$ cat src/rtl/text_console_ctrl.sv
// Character output sequencer for the VGA text video memory.
// Tracks the cursor, writes printable codes and runs full-screen and line clear sweeps.
module text_console_ctrl #(
    parameter int unsigned COLS   = 50,
    parameter int unsigned ROWS   = 30,
    parameter int unsigned ADDR_W = 11,
    parameter logic [7:0]  BLANK  = 8'h20
) (
    input  logic              CLK_CPU,
    input  logic              resetn,
    input  logic              char_valid,
    input  logic [7:0]        char_data,
    output logic              char_ready,
    input  logic              clear_req,
    output logic              video_write_enable,
    output logic [ADDR_W-1:0] video_write_addr,
    output logic [7:0]        video_write_data,
    output logic [5:0]        cursor_col,
    output logic [4:0]        cursor_row,
    output logic              busy
);

    typedef enum logic [1:0] {StClearAll, StIdle, StLineClear} state_e;

    localparam logic [ADDR_W-1:0] ScreenSize = ADDR_W'(ROWS * COLS);
    localparam logic [ADDR_W-1:0] RowSize    = ADDR_W'(COLS);
    localparam logic [5:0]        LastCol    = 6'(COLS - 1);
    localparam logic [4:0]        LastRow    = 5'(ROWS - 1);

    state_e            state_q;
    logic [5:0]        col_q;
    logic [4:0]        row_q;
    logic [ADDR_W-1:0] line_base_q;
    logic [ADDR_W-1:0] cnt_q;
    logic              we_q;
    logic [ADDR_W-1:0] addr_q;
    logic [7:0]        data_q;

    logic [ADDR_W-1:0] cur_addr;
    logic [ADDR_W-1:0] next_base;
    logic [4:0]        next_row;

    assign char_ready = (state_q == StIdle) && !clear_req;
    assign busy       = (state_q != StIdle);

    assign cur_addr  = line_base_q + ADDR_W'(col_q);
    assign next_row  = (row_q == LastRow) ? 5'd0 : row_q + 5'd1;
    assign next_base = (row_q == LastRow) ? '0 : line_base_q + RowSize;

    // Each sweep spends one extra cycle after its last write so char_ready only
    // rises once the final write has left the port.
    always_ff @(posedge CLK_CPU) begin
        if (!resetn) begin
            state_q     <= StClearAll;
            col_q       <= '0;
            row_q       <= '0;
            line_base_q <= '0;
            cnt_q       <= '0;
            we_q        <= 1'b0;
            addr_q      <= '0;
            data_q      <= BLANK;
        end else begin
            we_q <= 1'b0;
            case (state_q)
                StClearAll: begin
                    if (cnt_q == ScreenSize) begin
                        state_q <= StIdle;
                        cnt_q   <= '0;
                    end else begin
                        we_q   <= 1'b1;
                        addr_q <= cnt_q;
                        data_q <= BLANK;
                        cnt_q  <= cnt_q + ADDR_W'(1);
                    end
                end
                StLineClear: begin
                    if (cnt_q == RowSize) begin
                        state_q <= StIdle;
                        cnt_q   <= '0;
                    end else begin
                        we_q   <= 1'b1;
                        addr_q <= line_base_q + cnt_q;
                        data_q <= BLANK;
                        cnt_q  <= cnt_q + ADDR_W'(1);
                    end
                end
                StIdle: begin
                    if (clear_req) begin
                        col_q       <= '0;
                        row_q       <= '0;
                        line_base_q <= '0;
                        cnt_q       <= '0;
                        state_q     <= StClearAll;
                    end else if (char_valid) begin
                        if (char_data >= 8'h20) begin
                            we_q   <= 1'b1;
                            addr_q <= cur_addr;
                            data_q <= char_data;
                            if (col_q == LastCol) begin
                                col_q       <= '0;
                                row_q       <= next_row;
                                line_base_q <= next_base;
                                cnt_q       <= '0;
                                state_q     <= StLineClear;
                            end else begin
                                col_q <= col_q + 6'd1;
                            end
                        end else if (char_data == 8'h0A) begin
                            // The first blank is issued here; the sweep covers the rest.
                            col_q       <= '0;
                            row_q       <= next_row;
                            line_base_q <= next_base;
                            we_q        <= 1'b1;
                            addr_q      <= next_base;
                            data_q      <= BLANK;
                            cnt_q       <= ADDR_W'(1);
                            state_q     <= StLineClear;
                        end else if (char_data == 8'h0D) begin
                            col_q <= '0;
                        end else if (char_data == 8'h08 && col_q != 6'd0) begin
                            col_q  <= col_q - 6'd1;
                            we_q   <= 1'b1;
                            addr_q <= cur_addr - ADDR_W'(1);
                            data_q <= BLANK;
                        end
                    end
                end
                default: state_q <= StClearAll;
            endcase
        end
    end

    assign video_write_enable = we_q;
    assign video_write_addr   = addr_q;
    assign video_write_data   = data_q;
    assign cursor_col         = col_q;
    assign cursor_row         = row_q;

endmodule

$ cat config.mk
export PLATFORM = sky130hd
export DESIGN_NAME = text_console_ctrl
export DESIGN_NICKNAME = d
export VERILOG_FILES = /design/src/rtl/text_console_ctrl.sv
export SDC_FILE = /design/constraint.sdc
export NUM_CORES = 1
export LEC_CHECK = 0
export BUFFER_PORTS_ARGS = -buffer_cell sky130_fd_sc_hd__buf_2
export CAP_MARGIN = 20
export CORE_AREA = 2 2 115 117
export DETAILED_ROUTE_END_ITERATION = 10
export DIE_AREA = 0 0 117 119
export PLACE_DENSITY = 0.58
export SYNTH_ARGS = -nofsm -noshare
export SYNTH_HDL_FRONTEND = slang
export SYNTH_SLANG_ARGS = --single-unit
$ cat constraint.sdc
create_clock -name CLK_CPU -period 9.13 [get_ports CLK_CPU]
set_clock_uncertainty 0.2 [all_clocks]
set_input_delay 0 -clock CLK_CPU [delete_from_list [all_inputs] [get_ports CLK_CPU]]
set_output_delay 0 -clock CLK_CPU [all_outputs]
set_load 0.05 [all_outputs]
# After elaboration in Yosys (flattened, before gate mapping)
# Index checks and enable logic that the tools add are counted.
dict set report totals {
  regBits 55
  in_bits 12
  elab_cells 115
}
dict set report classes {
  n_eq_ne 22
  n_lt_le_gt_ge 1
  addsub 8
  n_mux 62
  reduce_logical 14
}
# cell n
set ops {}
lappend ops {{two-way mux 11 bit} 21}
lappend ops {{one-hot mux 11 bit (3 select lines)} 2}
lappend ops {{two-way mux 8 bit} 8}
lappend ops {{two-way mux 6 bit} 7}
lappend ops {{two-way mux 5 bit} 6}
lappend ops {{== test 8 x 4 -> 1 bit (second input constant)} 3}
lappend ops {{one-hot mux 8 bit (3 select lines)} 1}
lappend ops {{two-way mux 2 bit} 7}
lappend ops {{!= test 2 bit (second input constant)} 6}
lappend ops {{adder 11 x 1 -> 11 bit (second input constant)} 1}
lappend ops {{adder 11 bit} 1}
lappend ops {{adder 11 x 6 -> 11 bit} 1}
lappend ops {{adder 11 x 6 -> 11 bit (second input constant)} 1}
lappend ops {{== test 11 bit (second input constant)} 1}
lappend ops {{== test 11 x 6 -> 1 bit (second input constant)} 1}
lappend ops {{subtractor 11 x 1 -> 11 bit (second input constant)} 1}
lappend ops {{greater-or-equal comparator 8 x 6 -> 1 bit (second input constant)} 1}
lappend ops {{two-way mux 1 bit} 8}
lappend ops {{AND reduction 4 bit} 2}
lappend ops {{AND reduction 7 bit} 1}
lappend ops {{adder 6 x 1 -> 6 bit (second input constant)} 1}
lappend ops {{== test 6 bit (second input constant)} 1}
lappend ops {{one-hot mux 2 bit (3 select lines)} 1}
lappend ops {{nonzero test 3 bit} 2}
lappend ops {{other kinds (21)} 22}

# Depth between registers and ports, before layout
# Gate-level depths: netlist of the first run.
dict set report logic_depth {
  ltp_word 9
  ltp_mapped 10
  mapped_depth_nobuf 10
}

# Least setup slack after synthesis of the first run
# No wires, ideal clock.
dict set report synth_path {
  kind {register -> register}
  start {register col_q[0] (netlist: cursor_col[0])}
  end {register addr_q[9] (netlist: video_write_addr[9])}
  setup_slack_ns 5.880
  path_buffers 0
  arrival_ns 2.919
  path_stages_with_launch 10
  synth_period_minus_slack_ns 3.250
  setup_time_ns 0.131
  required_ns 8.799
  path_cell_list {dfxtp_1 > ha_1 > fa_1 > a211oi_1 > o21ai_0 > and2_1 > or4_4 > a21oi_1 > mux2i_1 > a21oi_1}
}
dict set report synth_between {
  elab_chain_cells 9
}
# element line
set synth_rtl {}
lappend synth_rtl {{start: declaration} 31} ;# logic [5:0] col_q;
lappend synth_rtl {{start signal: assignment} 106} ;# col_q <= col_q + 6'd1;
lappend synth_rtl {{start signal: assignment} 121} ;# col_q <= col_q - 6'd1;
lappend synth_rtl {{adder 11 x 6 -> 11 bit} 46} ;# assign cur_addr = line_base_q + ADDR_W'(col_q);
lappend synth_rtl {{subtractor 11 x 1 -> 11 bit} 123} ;# addr_q <= cur_addr - ADDR_W'(1);
lappend synth_rtl {{two-way mux 11 bit} 120} ;# end else if (char_data == 8'h08 && col_q != 6'd0) begin
lappend synth_rtl {{two-way mux 11 bit} 118} ;# end else if (char_data == 8'h0D) begin
lappend synth_rtl {{two-way mux 11 bit} 108} ;# end else if (char_data == 8'h0A) begin
lappend synth_rtl {{two-way mux 11 bit} 95} ;# if (char_data >= 8'h20) begin
lappend synth_rtl {{two-way mux 11 bit} 94} ;# end else if (char_valid) begin
lappend synth_rtl {{two-way mux 11 bit} 88} ;# if (clear_req) begin
lappend synth_rtl {{one-hot mux 11 bit (3 select lines)} 64} ;# case (state_q)
lappend synth_rtl {{end signal: assignment} 71} ;# addr_q <= cnt_q;
lappend synth_rtl {{end signal: assignment} 82} ;# addr_q <= line_base_q + cnt_q;
lappend synth_rtl {{end signal: assignment} 97} ;# addr_q <= cur_addr;
lappend synth_rtl {{end: declaration} 36} ;# logic [ADDR_W-1:0] addr_q;
# Parallel ways exist; a longest one is shown, timed or not. The select of a mux whose other input is x is not followed.
# A chain may end at the register's enable or synchronous reset.

# Worst setup path after layout of the first run
dict set report layout_path {
  start {register col_q[2] (netlist: cursor_col[2])}
  end {register data_q[6] (netlist: video_write_data[6])}
}
dict set report layout_between {
  elab_chain_cells 4
}
# element line
set layout_rtl {}
lappend layout_rtl {{nonzero test 6 bit} 120}
lappend layout_rtl {{logical AND 1 bit} 120}
lappend layout_rtl {{!= test 4 x 1 -> 1 bit (no line)} -}
lappend layout_rtl {{AND reduction 7 bit (no line)} -}
lappend layout_rtl {{end signal: assignment} 98} ;# data_q <= char_data;
lappend layout_rtl {{end: declaration} 37} ;# logic [7:0] data_q;
# Every way passes these cells.

==> flow_metrics.env, run 1 <==
export IMPL_path_buf_inv=1
export IMPL_finalHoldViolCount=0
export IMPL_track_usage_pct=20.5
export IMPL_yosys_area_top_type_share_pct=25.3
export IMPL_cts_tree="done"
export IMPL_ir_drop_mv=0.0642
export IMPL_critPathMaxStageDelay_ns=0.60
export IMPL_drt_iter0_drc=360
export IMPL_syn_nets=611
export IMPL_cts_resized=0
export IMPL_utilization_pct=38.8
export IMPL_grt_setup_unrepaired="no"
export IMPL_path_clk_slew_ns=0.08
export IMPL_worstPathArrival_ns=3.47
export IMPL_start_util_pct=33.8
export IMPL_hpwl_um=10200
export IMPL_htreeDepth=2
export IMPL_dpl_cell_area_sq_um=4710
export IMPL_grt_max_degree=25
export IMPL_pin_count=45
export IMPL_setup_viol=0
export IMPL_synthArstFlopShare_pct=0
export IMPL_synthCells=565
export IMPL_ys_ff_latch=55
export IMPL_clockBufferDepth=2
export IMPL_antenna_left=0
export IMPL_wl_per_cell_um=17.8
export IMPL_synth_area_leaders="dfxtp_1 (25%), ha_1 (9.2%), a21oi_1 (5.3%), nor2_1 (5.2%), nand2_1 (4.0%)"
export IMPL_finalPower_w=0.000590
export IMPL_synthTopCellsByCount="nor2_1 (60), dfxtp_1 (55), a21oi_1 (46), nand2_1 (46), ha_1 (32)"
export IMPL_ys_warnings_count=0
export IMPL_drc=0
export IMPL_relSlewSlack_pct=46.1
export IMPL_synth_largest_area_cell="dfxtp_1"
export IMPL_yosys_cell_count_top_type="nor2_1"
export IMPL_gp_congestion=0.924
export IMPL_p_leak_nw=2.05
export IMPL_portBuffers=44
export IMPL_grt_pass1_vias=4237
export IMPL_critPathKind="reg2reg"
export IMPL_vias=4475
export IMPL_clkSinkCount=55
export IMPL_core_sq_um=12900
export IMPL_grt_pass1_wl_um=22500
export IMPL_status="completed"
export IMPL_synth_ff_type="dfxtp_1"
export IMPL_antenna_found_initial=0
export IMPL_routed_wl_um=14000
export IMPL_drive_gt1_share_pct=11.4
export IMPL_nNetsFinal=652
export IMPL_cts_buffers=5
export IMPL_drv_slew=0
export IMPL_r2r_slack_ns=5.70
export IMPL_pwr_density_cell_nw_per_um2=118
export IMPL_path_cells="or3_1 -> o41ai_1 -> a211o_1 -> a21o_1 -> a22oi_1 -> dlygate4sd3_1 -> nor2_1"
export IMPL_dieArea_sq_um=13900
export IMPL_max_cap_violations=0
export IMPL_diodes=0
export IMPL_start_kind="register"
export IMPL_cts_root_buf="clkbuf_16"
export IMPL_die_x_um=117
export IMPL_num_rows=42
export IMPL_final_cells=783
export IMPL_final_area_sq_um=4990
export IMPL_min_period_over_period_pct=37.6
export IMPL_synth_seq_area_share_pct=25.3
export IMPL_max_freq_mhz=292
export IMPL_die_y_um=119
export IMPL_period_minus_slack_ns=3.43
export IMPL_worst_pin_slew_ns=0.808
export IMPL_tns_ns=0
export IMPL_worst_path_max_fanout=20
export IMPL_critical_path_top_delay_family="compound AO/OA/AOI/OAI gates"
export IMPL_synth_edf_count=0
export IMPL_synth_avg_cell_area_sq_um=7.70
export IMPL_cp_required_ns=9.18
export IMPL_endpoint_kind="register"
export IMPL_placed_cells=762
export IMPL_syn2layout_area_growth_pct=14.7
export IMPL_synth_cell_types=66
export IMPL_hp_class="in2reg"
export IMPL_overflow=0
export IMPL_cpMaxStageDelayCell="dlygate4sd3_1"
export IMPL_firstDrtPassIters=6
export IMPL_routed_via_density=5.72
export IMPL_syn_area_sq_um=4350
export IMPL_clock_latency_ns=0.31
==> flip-flops by register name (all words and copies together) (netlist names) <==
register,count
cursor_col,6
video_write_data,8
video_write_addr,11
state_q,2
line_base_q,11
video_write_enable,1
cnt_q,11
cursor_row,5
==> cell usage in the layout, fill, tap and decap left out, types with 4 or more instances in the layout <==
cell type       n
xnor2_1        19
nor2_1         60
a21oi_1        46
buf_2          44
and2_1          6
or2_2           5
nand3_1        18
nand3b_1        5
inv_1          24
a22oi_1         5
or3_1           9
nand2_1        46
clkbuf_16       5
a211o_1         4
a21o_1          9
or4_1           5
and3_1          8
mux2i_1         9
nand4_1         8
a211oi_1       10
xor2_1         13
dfxtp_1        55
o211ai_1       13
ha_1           32
nor4_1          5
o21a_1          4
nand2b_1        8
nor3_1         14
dlygate4sd3_1  13
a31oi_1         7
a311oi_1        4
o21ai_0        31
==> through the flow <==
step | hold WS [ns] | worst slack (ns)
final | 0.000227 | 5.70
after global routing | 0.0187 | 5.43
after CTS | 0.00118 | 5.73
after detailed placement | 0.0900 | 5.88
after global placement | 0.0755 | 5.93
after floorplan | -0.0517 | 5.88
==> kinds of logic (layout without fill, tap and decap cells) <==
family	count (synthesis)	in the layout	share of synthesized area, %
AOI/OAI and AO/OA	174	174	27.0
adders and majority gates	34	34	10.1
and+or+nand+nor	210	210	24.3
xor gates and xnor gates	33	33	6.81
buffers and inverters	50	92	4.46
DFF	55	55	25.3
muxes	9	9	2.07
==> routing by layer <==
layer	vias up	track usage [%]	wire, um
met5	-	0	0
met4	0	9.12	577
met3	37	2.34	615
met2	147	32.8	6500
met1	2108	27.6	6280
li1	2183	-	-
==> where the power goes <==
| part | internal (W) | switching (W) | leakage [nW] |
|---|---|---|---|
| Combinational | 0.0000395 | 0.0000818 | 1.54 |
| Clock | 0.000105 | 0.000103 | 0.0719 |
| Sequential | 0.000248 | 0.0000129 | 0.445 |
| Total | 0.000392 | 0.000198 | 2.05 |
==> repair_timing <==
item,4_1_cts,5_1_grt
buffers inserted,0,0
hold buffers,13,0
endpoints found under the hold margin,10,0
==> cell type report <==
class	count	area (sq um)
Fill cell	1317	7880
Multi-Input combinational cell	460	3060
Sequential cell	55	1100
Timing Repair Buffer	60	373
Tap cell	176	220
Clock buffer	5	125
Inverter	24	90.1
Clock inverter	3	27.5
==> path summary, 6_finish.rpt <==
path                                           from             endpoint  depth (start not counted)
worst max register to register        cursor_col[2]  video_write_data[6]                          7
worst max-delay path                  cursor_col[2]  video_write_data[6]                          7
worst min register to register  video_write_addr[3]  video_write_addr[3]                          2
worst min-delay path                      clear_req        cursor_col[3]                          2
No activity file was read; power rests on OpenSTA's default activity.
==> run 2, diff against run 1 <==
==> constraint.sdc (replaced) <==
create_clock -name CLK_CPU -period 3.2 [get_ports CLK_CPU]
set_clock_uncertainty 0.2 [all_clocks]
set_input_delay 0 -clock CLK_CPU [delete_from_list [all_inputs] [get_ports CLK_CPU]]
set_output_delay 0 -clock CLK_CPU [all_outputs]
set_load 0.05 [all_outputs]
==> run 2 against run 1 <==
Against the previous run: hold slack better by 0.040 ns; design area rose by 3.4%; utilization grew 1.3 points; cell count up 2.4%; non-clock buffer count increased by 19; clock power increased to 3.1 times the previous value; critical path depth is 2 higher; fmax up 11%.
==> flow_metrics.env, run 2 (synthesized netlist as in run 1, its figures left out) <==
export IMPL_cpMaxStageDelayCell="a221o_1"
export IMPL_cts_buffers=5
export IMPL_regToRegStartpoint="cursor_col[0]"
export IMPL_relSlewSlack_pct=60.8
export IMPL_worst_pin_slew_ns=0.587
export IMPL_clockBufferDepth=2
export IMPL_final_cells=802
export IMPL_start_kind="register"
export IMPL_cellInternalPower_w=0.00121
export IMPL_clock_latency_ns=0.30
export IMPL_pwr_density_cell_nw_per_um2=339
export IMPL_layout_commonest_cell="nor2_1"
export IMPL_max_freq_mhz=323
export IMPL_path_clk_slew_ns=0.07
export IMPL_p_sw_w=0.000546
export IMPL_finalPower_w=0.00175
export IMPL_grt_pass1_wl_um=22600
export IMPL_core_sq_um=12900
export IMPL_antenna_left=0
export IMPL_p_sw_share_pct=31.2
export IMPL_min_path_cells=2
export IMPL_die_x_um=117
export IMPL_grt_pass1_vias=4276
export IMPL_routed_wl_um=14200
export IMPL_cts_root_buf="clkbuf_16"
export IMPL_cp_required_ns=3.22
export IMPL_vias=4492
export IMPL_status="completed"
export IMPL_hpwl_um=10900
export IMPL_ir_drop_mv=0.188
export IMPL_track_usage_pct=20.7
export IMPL_endpoint="video_write_addr[5]"
export IMPL_r2r_end="video_write_addr[5]"
export IMPL_drt_iter0_drc=360
export IMPL_pin_count=45
export IMPL_endpoint_kind="register"
export IMPL_min_period_over_period_pct=96.9
export IMPL_utilization_pct=40.1
export IMPL_fin_hold_ws_ns=0.0407
export IMPL_clockPowerShare_pct=37.1
export IMPL_worstSetupStartpoint="cursor_col[0]"
export IMPL_clkSinkCount=55
export IMPL_worst_path_max_fanout=5
export IMPL_dieArea_sq_um=13900
export IMPL_syn2layout_area_growth_pct=18.6
export IMPL_firstDrtPassIters=4
export IMPL_antenna_found_initial=0
export IMPL_setup_viol=0
export IMPL_num_rows=42
export IMPL_cts_tree="done"
export IMPL_pwr_share_seq_pct=41.9
export IMPL_portBuffers=44
export IMPL_die_y_um=119
export IMPL_worstPathArrival_ns=3.12
export IMPL_nNetsFinal=671
export IMPL_finalHoldViolCount=0
export IMPL_drive_gt1_share_pct=15.0
export IMPL_comb_power_share_pct=21.0
export IMPL_drv_slew=0
export IMPL_post_cts_setup_buffers=0
export IMPL_diodes=0
export IMPL_ff2ff_path_depth=9
export IMPL_p_leak_nw=2.18
export IMPL_final_cell_mix="nor2_1 (60), dfxtp_1 (53), a21oi_1 (46), nand2_1 (46), buf_2 (44)"
export IMPL_critPathMaxStageDelay_ns=0.45
export IMPL_r2r_slack_ns=0.10
export IMPL_max_cap_violations=0
export IMPL_grt_max_degree=21
export IMPL_period_minus_slack_ns=3.10
export IMPL_gp_congestion=0.901
export IMPL_critPathKind="reg2reg"
export IMPL_path_cells="ha_1 -> fa_1 -> a211oi_2 -> o21bai_1 -> a221o_1 -> or3_1 -> mux2i_1 -> a221oi_1 -> o21ai_0"
export IMPL_overflow=0
export IMPL_htreeDepth=2
export IMPL_drc=0
export IMPL_wl_per_cell_um=17.7
export IMPL_routed_via_density=5.60
export IMPL_start_util_pct=33.8
export IMPL_hp_class="in2reg"
export IMPL_placed_cells=784
run 2: changes by cell type in the layout (fill, tap and decap cells not counted), sizes merged:
cell | before | now
bufinv | 0 | 1
buf | 47 | 69
clkinv | 1 | 0
dlygate4sd3 | 13 | 10
run 2: power groups by stage:
stage	clock network, W	registers, W	logic (W)
after detailed placement	0	0.000751	0.000353
after CTS	0.000664	0.000735	0.000364
after floorplan	0	0.000800	0.000192
after global routing	0.000686	0.000738	0.000400
after global placement	0	0.000749	0.000350
final	0.000650	0.000734	0.000368
run 2: cell type report:
type | count | area [sq um]
timing repair buffer | 79 | 508
clock buffer | 5 | 125
inverter | 24 | 90.1
clock inverter | 3 | 46.3
tap | 176 | 220
sequential | 55 | 1100
fill | 1339 | 7710
multi-input combinational | 460 | 3070
run 2: metal layers:
layer  GRT usage (%)  routed length, um  share of wire [%]
met5               0                  0                  0
met4            6.91                366                2.6
met3            2.29                534                3.8
met2            34.8               6840                 48
met1            27.2               6470                 46
run 2: timing repair:
item | 4_1_cts | 5_1_grt
setup endpoints to repair | 0 | 5
resized for setup | 0 | 3
hold endpoints to repair | 9 | 0
hold buffers | 10 | 0
run 2: how the worst min path moves through the flow:
stage / startpoint / to / slack [ns]
finish: clear_req / cursor_col[3] / 0.04
global route: clear_req / cursor_col[3] / 0.05
CTS: clear_req / cursor_col[3] / 0.04
detailed placement: char_data[7] / video_write_data[7] / 0.09
global placement: char_data[6] / video_write_data[6] / 0.08
floorplan: char_data[6] / video_write_data[6] / -0.05
run 2: stage by stage:
step | setup slack (ns) | cell area [sq um] | TNS, ns
2_1_floorplan | 0.0213 | 4350 | 0
3_3_place_gp | 0.137 | 4880 | 0
3_5_place_dp | 0.118 | 4880 | 0
4_1_cts | 0.0878 | 5150 | 0
5_1_grt | -0.00522 | 5160 | -0.00522
6_report | 0.100 | 5160 | 0
run 2: critical path, delay by kind of cell, from the launching register on:
kind | cells | cell delay [ns]
compound gates | 5 | 1.28
fa+ha+maj | 2 | 0.66
simple gates | 1 | 0.33
flops | 1 | 0.32
mux | 1 | 0.23
